`src/rtl/dmem_arbiter_if.sv`:
```
// Bundle of the two requester ports and the single-port d_mem bus around dmem_arbiter.
// The arbiter connects through the slave modport; requesters and memory sit on the master side.
interface dmem_arbiter_if #(
    parameter int ADDR_W = 32,
    parameter int DATA_W = 32
);
    logic              req0;
    logic              we0;
    logic [ADDR_W-1:0] addr0;
    logic [DATA_W-1:0] wdata0;
    logic              ack0;
    logic [DATA_W-1:0] rdata0;

    logic              req1;
    logic              we1;
    logic [ADDR_W-1:0] addr1;
    logic [DATA_W-1:0] wdata1;
    logic              ack1;
    logic [DATA_W-1:0] rdata1;

    logic [ADDR_W-1:0] memAddress;
    logic [DATA_W-1:0] memWriteData;
    logic              memWrite;
    logic              memRead;
    logic [DATA_W-1:0] memReadData;

    modport slave (
        input  req0, we0, addr0, wdata0,
        input  req1, we1, addr1, wdata1,
        input  memReadData,
        output ack0, rdata0, ack1, rdata1,
        output memAddress, memWriteData, memWrite, memRead
    );

    modport master (
        output req0, we0, addr0, wdata0,
        output req1, we1, addr1, wdata1,
        output memReadData,
        input  ack0, rdata0, ack1, rdata1,
        input  memAddress, memWriteData, memWrite, memRead
    );
endinterface

```
`src/rtl/dmem_arbiter.sv`:
```
// Two-port arbiter/sequencer in front of the single-port data memory: IDLE -> ACCESS -> RESP.
// Define DMEM_ARB_FIXED_PRIO_EN for fixed priority (port 0 wins ties); default is round-robin.
module dmem_arbiter #(
    parameter int ADDR_W = 32,
    parameter int DATA_W = 32
) (
    input  logic            clk,
    input  logic            rst_n,
    dmem_arbiter_if.slave   bus
);

    typedef enum logic [1:0] {
        IDLE   = 2'd0,
        ACCESS = 2'd1,
        RESP   = 2'd2
    } state_t;

    state_t            state_q, state_d;
    logic              grant;
    logic              win;
    logic              gnt_q;
    logic              we_q;
    logic [ADDR_W-1:0] addr_q;
    logic [DATA_W-1:0] wdata_q;
    logic [DATA_W-1:0] rdata0_q;
    logic [DATA_W-1:0] rdata1_q;
`ifndef DMEM_ARB_FIXED_PRIO_EN
    logic              last_q;
`endif

    // NOTE: every signal written here gets a default first, so no path leaves it unassigned and no latch is inferred.
    always_comb begin
        state_d = state_q;
        grant   = 1'b0;
        win     = 1'b0;
        unique case (state_q)
            IDLE: begin
                if (bus.req0 || bus.req1) begin
                    grant   = 1'b1;
                    state_d = ACCESS;
`ifdef DMEM_ARB_FIXED_PRIO_EN
                    win = !bus.req0;
`else
                    win = (bus.req0 && bus.req1) ? !last_q : bus.req1;
`endif
                end
            end
            ACCESS:  state_d = RESP;
            RESP:    state_d = IDLE;
            default: state_d = IDLE;
        endcase
    end

    // NOTE: state registers use non-blocking assignments so every flop samples pre-edge values.
    always_ff @(posedge clk or negedge rst_n) begin
        if (!rst_n) begin
            state_q  <= IDLE;
            gnt_q    <= 1'b0;
            we_q     <= 1'b0;
            addr_q   <= '0;
            wdata_q  <= '0;
            rdata0_q <= '0;
            rdata1_q <= '0;
`ifndef DMEM_ARB_FIXED_PRIO_EN
            last_q   <= 1'b1;
`endif
        end else begin
            state_q <= state_d;
            if (grant) begin
                gnt_q   <= win;
                we_q    <= win ? bus.we1    : bus.we0;
                addr_q  <= win ? bus.addr1  : bus.addr0;
                wdata_q <= win ? bus.wdata1 : bus.wdata0;
`ifndef DMEM_ARB_FIXED_PRIO_EN
                last_q  <= win;
`endif
            end
            // Read data is captured at the end of ACCESS into the granted port only.
            if (state_q == ACCESS && !we_q) begin
                if (gnt_q) rdata1_q <= bus.memReadData;
                else       rdata0_q <= bus.memReadData;
            end
        end
    end

    // Address/data follow the latched command, which only changes on entry to ACCESS,
    // so the bus holds its last driven values in IDLE and RESP.
    assign bus.memAddress   = addr_q;
    assign bus.memWriteData = wdata_q;
    assign bus.memWrite     = (state_q == ACCESS) &&  we_q;
    assign bus.memRead      = (state_q == ACCESS) && !we_q;

    assign bus.ack0   = (state_q == RESP) && !gnt_q;
    assign bus.ack1   = (state_q == RESP) &&  gnt_q;
    assign bus.rdata0 = rdata0_q;
    assign bus.rdata1 = rdata1_q;

endmodule

```
`src/flat_wrapper.sv`:
```
// flat-port wrapper written by rule: the top's interface ports become plain ports
module dmem_arbiter_flat 
#(
    parameter int ADDR_W = 32,
    parameter int DATA_W = 32
)
  (clk, rst_n, bus_req0, bus_we0, bus_addr0, bus_wdata0, bus_req1, bus_we1, bus_addr1, bus_wdata1, bus_memReadData, bus_ack0, bus_rdata0, bus_ack1, bus_rdata1, bus_memAddress, bus_memWriteData, bus_memWrite, bus_memRead);
  dmem_arbiter_if #(.ADDR_W(ADDR_W), .DATA_W(DATA_W)) bus_i ();
  input  logic clk;
  input  logic rst_n;
  input wire logic [$bits(bus_i.req0)-1:0] bus_req0;
  input wire logic [$bits(bus_i.we0)-1:0] bus_we0;
  input wire logic [$bits(bus_i.addr0)-1:0] bus_addr0;
  input wire logic [$bits(bus_i.wdata0)-1:0] bus_wdata0;
  input wire logic [$bits(bus_i.req1)-1:0] bus_req1;
  input wire logic [$bits(bus_i.we1)-1:0] bus_we1;
  input wire logic [$bits(bus_i.addr1)-1:0] bus_addr1;
  input wire logic [$bits(bus_i.wdata1)-1:0] bus_wdata1;
  input wire logic [$bits(bus_i.memReadData)-1:0] bus_memReadData;
  output wire logic [$bits(bus_i.ack0)-1:0] bus_ack0;
  output wire logic [$bits(bus_i.rdata0)-1:0] bus_rdata0;
  output wire logic [$bits(bus_i.ack1)-1:0] bus_ack1;
  output wire logic [$bits(bus_i.rdata1)-1:0] bus_rdata1;
  output wire logic [$bits(bus_i.memAddress)-1:0] bus_memAddress;
  output wire logic [$bits(bus_i.memWriteData)-1:0] bus_memWriteData;
  output wire logic [$bits(bus_i.memWrite)-1:0] bus_memWrite;
  output wire logic [$bits(bus_i.memRead)-1:0] bus_memRead;
  assign bus_i.req0 = bus_req0;
  assign bus_i.we0 = bus_we0;
  assign bus_i.addr0 = bus_addr0;
  assign bus_i.wdata0 = bus_wdata0;
  assign bus_i.req1 = bus_req1;
  assign bus_i.we1 = bus_we1;
  assign bus_i.addr1 = bus_addr1;
  assign bus_i.wdata1 = bus_wdata1;
  assign bus_i.memReadData = bus_memReadData;
  assign bus_ack0 = bus_i.ack0;
  assign bus_rdata0 = bus_i.rdata0;
  assign bus_ack1 = bus_i.ack1;
  assign bus_rdata1 = bus_i.rdata1;
  assign bus_memAddress = bus_i.memAddress;
  assign bus_memWriteData = bus_i.memWriteData;
  assign bus_memWrite = bus_i.memWrite;
  assign bus_memRead = bus_i.memRead;
  dmem_arbiter #(.ADDR_W(ADDR_W), .DATA_W(DATA_W)) u_core (.clk(clk), .rst_n(rst_n), .bus(bus_i));
endmodule
```
`config.mk`:
```
export PLATFORM = sky130hd
export DESIGN_NAME = dmem_arbiter_flat
export DESIGN_NICKNAME = d
export VERILOG_FILES = /design/src/rtl/dmem_arbiter_if.sv /design/src/rtl/dmem_arbiter.sv /design/src/flat_wrapper.sv
export SDC_FILE = /design/constraint.sdc
export NUM_CORES = 1
export LEC_CHECK = 0
export ABC_CLOCK_PERIOD_IN_PS = 3100
export CORE_MARGIN = 1.5
export CORE_UTILIZATION = 30
export CTS_CLUSTER_SIZE = 8
export DETAILED_ROUTE_END_ITERATION = 8
export SETUP_SLACK_MARGIN = 0.1
export SYNTH_ARGS = -nofsm -noshare
export SYNTH_HDL_FRONTEND = slang
export SYNTH_SLANG_ARGS = --single-unit
```
`constraint.sdc`:
```
create_clock -name clk -period 3.1 [get_ports clk]
set_input_delay 0.62 -clock clk [delete_from_list [all_inputs] [get_ports clk]]
set_output_delay 0.62 -clock clk [all_outputs]
set_load 0.02 [all_outputs]
```
=== Yosys cells after proc, flatten, opt, wreduce, memory -nomap -nowiden ===
Index checks and enable logic that the tools add are counted.

* Register bits after elaboration: 133
* Latch bits: 0
* RAM bits: 0
* Memory bits (read-only): 0
* Input port bits: 166
* Output and inout bits: 132
* Logic and storage cells: 34
* Memories kept: 0

* $add $sub $neg: 0
* $mul: 0
* Divide/modulo/power cells: 0
* $lt $le $gt $ge: 0
* Equality and inequality tests: 3
* Shift operators: 0
* Multiplexer cells: 10
* Bitwise logic cells: 1
* Reduce and logical (&&, ||, !) cells: 12

{| class="wikitable"
|+ Operators by type and width
! kind !! count
|-
| two-way mux 32 bit || 2
|-
| two-way mux 1 bit || 6
|-
| logical AND 1 bit || 5
|-
| one-hot mux 2 bit (2 select lines) || 1
|-
| AND reduction 2 bit || 2
|-
| zero test 1 bit || 3
|-
| == test 2 x 1 -> 1 bit, second input constant || 1
|-
| == test 2 bit, second input constant || 1
|-
| zero test 2 bit || 1
|-
| two-way mux 2 bit || 1
|-
| inequality test 2 x 1 -> 1 bit, second input constant || 1
|-
| logical OR 1 bit || 1
|-
| NOT 1 bit || 1
|}

=== Logic depth before layout (Yosys ltp) ===
* Word-level depth: 5
* Gate-level depth with buffers: 6
* Gate-level depth less buffers: 3

=== Least setup slack after synthesis ===
No wires, ideal clock.

* Path kind: register to register
* Start: reg u_core.state_q[1]
* End: reg u_core.rdata0_q[0] (netlist: u_core.bus.rdata0[0])
* Setup time: 0.127 ns
* Data arrival time: 1.559 ns
* Required time: 2.973 ns
* Path slack: 1.414 ns
* Cell stages (with the launch flop): 6
* Buffers on the path: 2
* Cells stage by stage: dfrtp_1 > nor3b_2 > and2_1 > buf_4 > buf_6 > mux2_1

* Longest elaborated chain between the ends: 3

{| class="wikitable"
|+ RTL lines
! element !! RTL line !! text
|-
| from (decl) || dmem_arbiter.sv:18 || <nowiki>state_t state_q, state_d;</nowiki>
|-
| from (signal assigned) || dmem_arbiter.sv:68 || <nowiki>state_q <= state_d;</nowiki>
|-
| == test 2 x 1 -> 1 bit || n/a ||
|-
| logical AND 1 bit || n/a ||
|-
| via bus_memRead || flat_wrapper.sv:27 || <nowiki>output wire logic [$bits(bus_i.memRead)-1:0] bus_memRead;</nowiki>
|-
| AND reduction 2 bit (no line) || n/a ||
|-
| to (signal assigned) || dmem_arbiter.sv:81 || <nowiki>else rdata0_q <= bus.memReadData;</nowiki>
|-
| to (decl) || dmem_arbiter.sv:25 || <nowiki>logic [DATA_W-1:0] rdata0_q;</nowiki>
|}

The timed path passes the listed nets, and every way through them passes these cells.
A chain may end at the register's enable or synchronous reset.

=== Final worst setup path ===
* Start: reg u_core.state_q[0]
* End: out bus_memWrite

* Longest elaborated chain between the ends: 2

{| class="wikitable"
|+ RTL lines
! element !! RTL line !! text
|-
| == test 2 x 1 -> 1 bit || dmem_arbiter.sv:90 || <nowiki>assign bus.memWrite = (state_q == ACCESS) && we_q;</nowiki>
|-
| logical AND 1 bit || dmem_arbiter.sv:90 ||
|-
| to (decl) || flat_wrapper.sv:26 || <nowiki>output wire logic [$bits(bus_i.memWrite)-1:0] bus_memWrite;</nowiki>
|}

Every way passes these cells.

==> key figures <==
Timing
  • Post-route minimum period: 2.44 ns
  • Final sum of negative setup slack: 0 ns
  • Least-Margin Pin Slew: 0.738 ns
  • Number of pins with negative max-slew slack in the final report: 0
  • Final setup violation count: 0
  • Final number of hold-violating endpoints: 0
  • Fin Clk Skew: 0.00653 ns
  • Smallest hold slack: 0.184 ns
  • Final critical-path share of the clock period: 0.789
  • Unrepaired setup endpoints after global routing: false
  • Max Clk Rate: ~400 MHz
  • Worst slew slack as a fraction of its limit: 0.508

Worst hold path
  • Worst hold-check path type: in -> async

Routing
  • Wirelength per Cell: 19.3 µm
  • Router iterations before antenna repair: 4
  • DRC Markers: 0
  • Remaining antenna violation count: 0
  • DR iter-0 viols: roughly 160
  • Vias per std cell: 5.09
  • Routed WL: 17,600 µm
  • DR vias: between 4k and 5k

Worst setup path
  • Critical Path Slowest Stage Cell: clkdlybuf4s50_1
  • CP delay by family, top: buffers and inverters
  • Worst Path Required: 2.48 ns
  • Start-to-end type of the worst setup path: reg -> out
  • Nature of the critical path endpoint: primary output
  • List of cells traversed by the critical path: nor2b_1 -> and2_1 -> clkdlybuf4s50_1
  • Longest individual stage delay on the worst path: 0.63 ns
  • Total buffers and inverters traversed by the critical path: 1
  • Setup crit start kind: register
  • Biggest fanout along the worst timing path: 5
  • Data arrival time at the worst-slack endpoint: 1.82 ns

Die
  • Die area: 19,900 µm²
  • Horiz. Die Dim: 141 µm
  • Total I/O pin count: 298
  • Die Span Y: about 140 µm
  • Core area: 18,700 µm²
  • Initial core utilization: 0.305
  • Std-Cell Rows: 50

Yosys
  • Top FF cell, synth: dfrtp_1
  • Top-count cell post-synth: dfrtp_1
  • Number of nets in the synthesized netlist: roughly 550
  • Proportion of register bits with asynchronous set or reset after synthesis: 1.00
  • Cell types with the largest area share after synthesis: dfrtp_1, o221a_2, mux2_1
  • Yosys synthesis warning count: 0
  • Unique cell type count in the Yosys netlist: 23
  • EDFF count, synth: 0
  • Share of the synthesized area in the top cell type: 0.579
  • Synthesized area divided by synthesized cell count: 14.7 µm²
  • Cell taking the most area after synthesis: dfrtp_1
  • Number of standard cells after synthesis: 388
  • Number of synthesized register bits: 133
  • Post-synth top cells: dfrtp_1, nand4b_1, o221a_2
  • Register area share after synthesis: 0.583
  • Mapped Area: 5710 µm²

Clock network
  • Clock network latency to the later pin of the worst-skew pair: 0.41 ns
  • Number of buffers added for setup after CTS: 0
  • Clock net sink count: 133
  • Number of H-tree levels: 4
  • Clock slew at the register clock pins of the worst setup and hold paths: 0.06 ns
  • Post-cts hold buffer count: 0
  • Number of cells upsized or downsized after cts: 0
  • Inserted Clock Buffers: 17
  • CTS tree: yes
  • Buffer cell driving the clock tree root: clkbuf_16
  • Largest buffer count on any clock path: 2

Finish
  • Final #Nets: around 840
  • Final-layout fill cell count: 1,608
  • Diode insertion count for antenna repair: 0
  • Share of cells above drive strength 1: 0.170
  • Growth of design area from synthesis to finish: 64.6%

Pwr
  • Reported leakage power: roughly 0.0036 µW
  • P per Cell Area: 1060 nW/µm²
  • Maximum resistive drop on vdd: 0.000405 V

Placement
  • Count of input and output buffers: between 200 and 300
  • Global placement routability congestion: 0.736
  • Detailed Place HPWL: about 12,000 µm

Global routing
  • Global router's overall resource usage: 0.180
  • Overflow left after global routing: 0
  • Largest net degree at the start of global routing: 67
  • Antenna violations before repair: 0
  • Via count of the first global-routing pass: 4,895
  • First-pass GRT wire length: 27,500 µm

Flow run
  • Number of violations of the max-capacitance limit: 0

Run status
  • Status: finished clean
## where the power goes
part	switching (µW)	internal (µW)
Clock	755	1080
Sequential	490	2610
Combinational	2440	2570
Total	3680	6270
## worst register-to-register path: cells and delay by family (launching register included)
| family | cells | cell delay (ns) |
|---|---|---|
| flops | 1 | 0.56 |
| buf+inv | 1 | 0.35 |
| simple gates | 2 | 0.50 |
| compound gates | 1 | 0.30 |
## path summary, 6_finish.rpt
| kind | cells past startpoint | to | startpoint | slack [ns] |
|---|---|---|---|---|
| worst max-delay path | 3 | bus_memWrite | u_core.state_q[0] | 0.66 |
| worst min register to register | 1 | u_core.bus.rdata0[25] | u_core.bus.rdata0[25] | 0.48 |
| worst min-delay path | 1 | u_core.bus.rdata1[26] | rst_n | 0.18 |
| worst max register to register | 4 | u_core.bus.memWriteData[14] | u_core.last_q | 1.27 |
| min in group clk | 1 | u_core.bus.rdata0[25] | u_core.bus.rdata0[25] | 0.48 |
| max in group asynchronous | 2 | u_core.last_q | rst_n | 2.17 |
## metal layers
layer | GRT usage | up-vias | wire length (µm)
met4 | 0.0680 | 0 | 325
met1 | 0.228 | 2286 | 7530
li1 | - | 2107 | -
met3 | 0.0622 | 24 | 1510
met5 | 0 | - | 0
met2 | 0.284 | 243 | 8260
## layout by cell type (no fill, tap or decap), types with 2 or more instances in the layout
cell	Yosys	final
and2_1	3	3
buf_12	0	4
buf_4	7	5
clkbuf_16	0	17
clkbuf_8	0	3
clkdlybuf4s50_1	0	295
clkinv_2	0	2
clkinv_4	0	2
clkinvlp_4	0	4
dfrtp_1	132	132
inv_6	0	2
mux2_1	60	60
mux2_2	4	4
nand4b_1	65	65
nor3b_1	2	2
o221a_2	65	65
## sequential cells by signal, summed over array words and instances, names as in the netlist
signal / flops
u_core.gnt_q: 1
u_core.bus.memAddress: 32
u_core.bus.memWriteData: 32
u_core.state_q: 2
u_core.bus.rdata1: 32
u_core.last_q: 1
u_core.bus.rdata0: 32
u_core.we_q: 1
## layout make-up
cell class / instances / area [µm²] / area share
repair buffers: 306 / 3090 / 0.328
clock buffers: 21 / 470 / 0.0501
clock inverters: 10 / 75.1 / 0.00799
inverters: 1 / 3.75 / 0.000399
multi-input cells: 210 / 2140 / 0.228
well taps: 234 / 293 / 0.0312
flip-flops and latches: 133 / 3330 / 0.354
## cell families after synthesis
logic type             after synthesis  synth area share
buffers and inverters               45            0.0445
and+or+nand+nor                     77             0.114
AOI/OAI and AO/OA                   69             0.132
muxes                               64             0.126
DFF                                133             0.583
## through the flow
stage                     setup WS, ns  cell area (µm²)  std cells  utilization  total power, µW
after floorplan                   1.41             5710        388            -             5770
after global placement           0.767             8850        884        0.473             8100
after detailed placement         0.692             8850        884        0.473             8190
after CTS                        0.629             9400        915        0.502            10100
after global routing             0.558             9400        915        0.502            10500
final                            0.655             9400        915        0.502             9950
(Power assumes the default switching activity.)
